### config.mk
export PLATFORM = sky130hd
export DESIGN_NAME = pwm_duty_decoder
export DESIGN_NICKNAME = d
export VERILOG_FILES = /design/src/rtl/pwm_duty_decoder.sv
export SDC_FILE = /design/constraint.sdc
export NUM_CORES = 1
export LEC_CHECK = 0
export CAP_MARGIN = 20
export CELL_PAD_IN_SITES_DETAIL_PLACEMENT = 0
export CELL_PAD_IN_SITES_GLOBAL_PLACEMENT = 1
export CORE_ASPECT_RATIO = 0.6
export CORE_MARGIN = 3
export CORE_UTILIZATION = 50
export CTS_CLUSTER_DIAMETER = 40
export DETAILED_ROUTE_END_ITERATION = 8
export PLACE_DENSITY = 0.86
export SYNTH_ARGS = -nofsm -noshare
export SYNTH_HDL_FRONTEND = slang
export SYNTH_SLANG_ARGS = --single-unit
### constraint.sdc
create_clock -name clk -period 6.1 [get_ports clk]
set_input_delay 1.22 -clock clk [delete_from_list [all_inputs] [get_ports clk]]
set_output_delay 1.22 -clock clk [all_outputs]
set_load 0.05 [all_outputs]
### src/rtl/pwm_duty_decoder.sv
// Receive side of the LED brightness PWM link: measures high time and period of
// an asynchronous PWM input and recovers the 5-step brightness level.
module pwm_duty_decoder #(
  parameter int CNT_W      = 21,
  parameter int TIMEOUT    = 1500000,
  parameter int MIN_PERIOD = 16
) (
  input  logic             clk,
  input  logic             reset_n,
  input  logic             pwm_in,
  output logic [CNT_W-1:0] high_cnt,
  output logic [CNT_W-1:0] period_cnt,
  output logic [2:0]       level,
  output logic             valid,
  output logic             stuck_hi,
  output logic             stuck_lo
);

  localparam logic [1:0] WAIT_RISE = 2'd0;
  localparam logic [1:0] MEAS      = 2'd1;
  localparam logic [1:0] STUCK     = 2'd2;

  localparam int PW = CNT_W + 6;
  localparam logic [CNT_W-1:0] TIMEOUT_C = CNT_W'(TIMEOUT);
  localparam logic [CNT_W-1:0] MIN_C     = CNT_W'(MIN_PERIOD);
  localparam logic [CNT_W-1:0] ONE_C     = CNT_W'(1);

  logic             s1, s2, s3;
  logic             rise, fall;
  logic [1:0]       state;
  logic [CNT_W-1:0] idle_cnt;
  logic [CNT_W-1:0] per_acc;
  logic [CNT_W-1:0] hi_acc;
  logic [PW-1:0]    h40, p6, p15, p25, p35;
  logic [2:0]       level_dec;

  always_ff @(posedge clk or negedge reset_n) begin
    if (!reset_n) begin
      s1 <= 1'b0;
      s2 <= 1'b0;
      s3 <= 1'b0;
    end else begin
      s1 <= pwm_in;
      s2 <= s1;
      s3 <= s2;
    end
  end

  assign rise = s2 & ~s3;
  assign fall = ~s2 & s3;

  // Thresholds sit midway between the 5/25/50/75/100 % duty steps; compared
  // as 40*H against k*P so no divider is needed.
  assign h40 = PW'(hi_acc)  * PW'(40);
  assign p6  = PW'(per_acc) * PW'(6);
  assign p15 = PW'(per_acc) * PW'(15);
  assign p25 = PW'(per_acc) * PW'(25);
  assign p35 = PW'(per_acc) * PW'(35);

  always_comb begin
    level_dec = 3'd4;
    if (h40 < p6)       level_dec = 3'd0;
    else if (h40 < p15) level_dec = 3'd1;
    else if (h40 < p25) level_dec = 3'd2;
    else if (h40 < p35) level_dec = 3'd3;
  end

  always_ff @(posedge clk or negedge reset_n) begin
    if (!reset_n) begin
      state      <= WAIT_RISE;
      idle_cnt   <= '0;
      per_acc    <= '0;
      hi_acc     <= '0;
      high_cnt   <= '0;
      period_cnt <= '0;
      level      <= 3'd0;
      valid      <= 1'b0;
      stuck_hi   <= 1'b0;
      stuck_lo   <= 1'b0;
    end else begin
      valid <= 1'b0;
      case (state)
        WAIT_RISE: begin
          if (rise) begin
            state   <= MEAS;
            per_acc <= ONE_C;
            hi_acc  <= ONE_C;
          end else if (idle_cnt >= TIMEOUT_C) begin
            state    <= STUCK;
            stuck_hi <= s2;
            stuck_lo <= ~s2;
            level    <= s2 ? 3'd4 : 3'd0;
          end else begin
            idle_cnt <= idle_cnt + ONE_C;
          end
        end
        MEAS: begin
          // A rise always wins over the timeout, even on the saturating cycle.
          if (rise) begin
            if (per_acc >= MIN_C) begin
              period_cnt <= per_acc;
              high_cnt   <= hi_acc;
              level      <= level_dec;
              valid      <= 1'b1;
              stuck_hi   <= 1'b0;
              stuck_lo   <= 1'b0;
            end
            per_acc <= ONE_C;
            hi_acc  <= ONE_C;
          end else if (per_acc >= TIMEOUT_C) begin
            state    <= STUCK;
            stuck_hi <= s2;
            stuck_lo <= ~s2;
            level    <= s2 ? 3'd4 : 3'd0;
          end else begin
            per_acc <= per_acc + ONE_C;
            if (s2) hi_acc <= hi_acc + ONE_C;
          end
        end
        STUCK: begin
          if (rise) begin
            state    <= MEAS;
            per_acc  <= ONE_C;
            hi_acc   <= ONE_C;
            stuck_hi <= 1'b0;
            stuck_lo <= 1'b0;
          end else if (fall) begin
            state    <= WAIT_RISE;
            idle_cnt <= '0;
            stuck_hi <= 1'b0;
            stuck_lo <= 1'b0;
          end
        end
        default: state <= WAIT_RISE;
      endcase
    end
  end

endmodule

==> run metrics <==
outcome=complete, no violations; H-tree levels=4; critical path arrival=approximately 6000 ps; clock share of power=around a quarter; vias per cell=approximately 6; Switching Share=45.6%; Hold Crit Start=s1$_DFF_PN0_; # DRC=0; total CTS buffers=17; Worst Path Buf+Inv=3; P&R area growth vs syn=12.6%; Slew Viols, Final=0; fin crit share=a little over 90%; Max stage delay on crit path=500 ps; Core Rows=~50; placed wire-length estimate=~40000 µm; Internal Power=around 0.0021 W; LEAKAGE=9.13 nW; routed via count=13800; Primary FF master, synth=dfrtp_1; Post-CTS Setup Bufs=0; Gate power share=between 50% and 60%; Synth area leaders=ha_1 24%, dfrtp_1 18%, fa_1 11%, inv_1 5.7%, a21oi_1 3.8%; register bit total from synthesis=116; largest net degree at the start of global routing=64; Post-Syn Area per Cell=about 8.9 µm²; post-synth top area cell=ha_1; Hold Fails Final Rpt=0; critical path's top delay family=compound AO/OA/AOI/OAI gates; worst reg2reg setup slack=400 ps; min cycle time layout=roughly 5700 ps; Reg-to-Reg Start=per_acc[6]$_DFFE_PN0P_; total negative slack=0 ps; Buffers on Ports=50; Worst EP required=about 6400 ps; Worst Hold End=s2$_DFF_PN0_; FMAX=about 180 MHz; layout cells sized above 1=roughly a tenth; total congestion overflow=0; net count of the mapped netlist=approximately 2200; initial cell density of the core=51.8%; Reg power frac=approximately a quarter; Syn Inst Count=1786; relative slew slack=15.0%; Core ar.=30600 µm²; maximum vdd drop=roughly 0.29 mV; critical path class=register to register; clock-pin slew on the worst setup and hold paths=around 60 ps; Die H=144 µm; number of global-route vias before repair=about 13000; PD cells=around 210 nW/µm²; count of cell types in the netlist=slightly below 80; CP most frequent cell=ha_1; CTS tree=built; die area=34000 µm²; clock latency on the worst-skew pair=between 400 and 500 ps; EDFF count, synth=0; die width=approximately 240 µm; Final Skew=11.0 ps; Seq/Total Area, Yosys=between 15 and 20%; DRT Pass-1 Iters=5; WL/cell=approximately 21 µm; initial antenna violation count=0; Yosys top cell area share=23.9%; worst hold slack=353 ps; nets@finish=2293; Async S/R FF share, synth=100%; Syn. warnings=0; CP endpoint kind=register; CTS Sinks=approximately 120; Hold WC Path Type=register to register; worst path cell trace=clkinvlp_4, ha_1, ha_1, inv_1, fa_1, inv_1, ha_1, o21ai_0, a21oi_1, and4_1, a21o_1, a41o_1, nand4_1, a31oi_1, xnor2_1, ha_1, a21o_1, a21o_1, a21oi_1, nand2_1, o21ai_1, a22oi_1, o31ai_1; max-cap violation count=0; CP Launch Type=register; GRT Overall Usage=between 20% and 30%; post-synthesis cell area=15900 µm²; first-pass GRT wire length=roughly 76000 µm; Min-Delay Path Depth=0; post-route ant nets=0; Final Power=roughly 0.0038 W; RSZ-0062 raised after global routing=false; Net Switching=between 0.0015 and 0.002 W; Routed Wire Length=a little under 50000 µm; Worst Max-Slew Pin Slew=approximately 1300 ps; Final Wtd Congestion=0.989; Crit Path Max Fanout=7; r2r endpoint=level[0]$_DFFE_PN0P_; clock tree buffer depth=2; Clock Tree Root=clkbuf_16; R2R depth=23; iteration-0 DRC count of the detailed router=around 1300; Finish-stage setup viols=0; # IOs=51; Slowest cell on crit path=fa_1
==> flip-flops by register name, summed over array words and instances, names as in the netlist <==
register,cells
stuck_hi,1
high_cnt,21
hi_acc,21
state,2
stuck_lo,1
valid,1
s1,1
level,3
period_cnt,21
s3,1
s2,1
idle_cnt,21
per_acc,21
==> synthesized netlist by cell type, types with 4 or more instances <==
master / instances
or3_1: 10
dfrtp_1: 116
o41ai_1: 4
fa_1: 91
o311ai_0: 4
a31o_2: 7
a41o_1: 4
ha_1: 303
a31oi_1: 16
a21o_1: 41
o21ai_0: 107
nand3_1: 52
o21bai_1: 11
xor2_1: 52
o21a_1: 16
nand2b_1: 23
a21oi_1: 121
mux2_2: 46
nor4_1: 9
o31ai_1: 13
xnor2_1: 56
buf_2: 4
a21boi_0: 4
or2_2: 10
nor3_1: 37
o2111ai_1: 6
o211ai_1: 15
clkbuf_1: 15
and3_1: 16
nand2_1: 111
a211oi_1: 23
inv_1: 239
nor2_1: 96
nor2b_1: 9
nand4_1: 24
and2_1: 4
==> cells in the final DEF (no fill, tap or decap), types with 4 or more instances in the layout <==
cell type / netlist / layout
inv_1: 239 / 238
nor3_1: 37 / 36
a211oi_1: 23 / 23
o31ai_1: 13 / 13
a41o_1: 4 / 4
clkbuf_16: 0 / 17
ha_1: 303 / 303
clkdlybuf4s50_1: 0 / 49
and3_1: 16 / 16
o21ai_1: 3 / 4
a21oi_1: 121 / 121
or3_1: 10 / 10
fa_1: 91 / 91
nand2b_1: 23 / 23
o211ai_1: 15 / 15
nor2b_1: 9 / 9
nand2_1: 111 / 111
mux2_2: 46 / 46
clkinvlp_4: 0 / 5
o21a_1: 16 / 16
nor4_1: 9 / 8
nand4_1: 24 / 24
inv_6: 0 / 4
nor2_1: 96 / 95
o2111ai_1: 6 / 5
buf_4: 0 / 63
a31o_2: 7 / 7
dfrtp_1: 116 / 115
o21ai_0: 107 / 106
xnor2_1: 56 / 56
o21bai_1: 11 / 11
a21o_1: 41 / 41
or2_2: 10 / 10
nand3_1: 52 / 52
and2_1: 4 / 4
xor2_1: 52 / 52
a31oi_1: 16 / 16
o41ai_1: 4 / 4
==> repair_timing <==
action | in CTS | in global routing
hold buffers | 0 | 0
endpoints found under the hold margin | 0 | 0
gates resized for setup | 0 | 8
setup endpoints to repair | 0 | 3
==> cells by family after synthesis <==
kind of cell	after synthesis	synth area share, %
buffers and inverters	261	6.21
and+or+nand+nor	423	13.2
xor gates and xnor gates	108	5.97
DFF	116	18.3
AOI/OAI and AO/OA	437	17.6
muxes	47	3.33
adders and majority gates	394	35.4
==> worst max path at each step <==
stage	startpoint	to	slack (ps)	cells past startpoint
3_5_place_dp	per_acc[7]$_DFFE_PN0P_	level[2]$_DFFE_PN0P_	390	22
5_1_grt	per_acc[7]$_DFFE_PN0P_	level[1]$_DFFE_PN0P_	30	22
2_1_floorplan	per_acc[10]$_DFFE_PN0P_	level[0]$_DFFE_PN0P_	870	22
3_3_place_gp	per_acc[2]$_DFFE_PN0P_	level[2]$_DFFE_PN0P_	500	20
4_1_cts	per_acc[6]$_DFFE_PN0P_	level[2]$_DFFE_PN0P_	390	21
6_report	per_acc[6]$_DFFE_PN0P_	level[0]$_DFFE_PN0P_	400	23
==> power groups by stage <==
stage	logic [W]	clock network, W	registers (W)
2_1_floorplan	0.00120	0	0.000930
3_3_place_gp	0.00187	0	0.000907
3_5_place_dp	0.00189	0	0.000911
4_1_cts	0.00190	0.000991	0.000898
5_1_grt	0.00216	0.00102	0.000912
6_report	0.00195	0.000980	0.000900
==> cell type report <==
type	count	area [µm²]
clock buffers	19	443
repair buffers	112	963
diodes	2	5.00
clock inverters	13	123
multi-input cells	1409	12000
flip-flops and latches	116	2900
inverters	240	905
well taps	408	510
fillers	2736	12700
==> per-stage QoR <==
stage	setup WS [ps]	cells	area, µm²	util (%)
after floorplan	869	1786	15900	-
after global placement	502	2282	17200	56.4
after detailed placement	395	2282	17200	56.4
after CTS	392	2314	17800	58.2
after global routing	27.9	2317	17900	58.4
final	396	2319	17900	58.4
==> layer usage <==
layer | global-route usage (%) | vias to the layer above | wire length [µm]
li1 | - | 6539 | -
met1 | 46.0 | 6612 | 24700
met2 | 36.9 | 587 | 17700
met3 | 10.9 | 38 | 5790
met4 | 5.72 | 0 | 601
met5 | 0 | - | 0
Power figures use the tool's default switching activity.
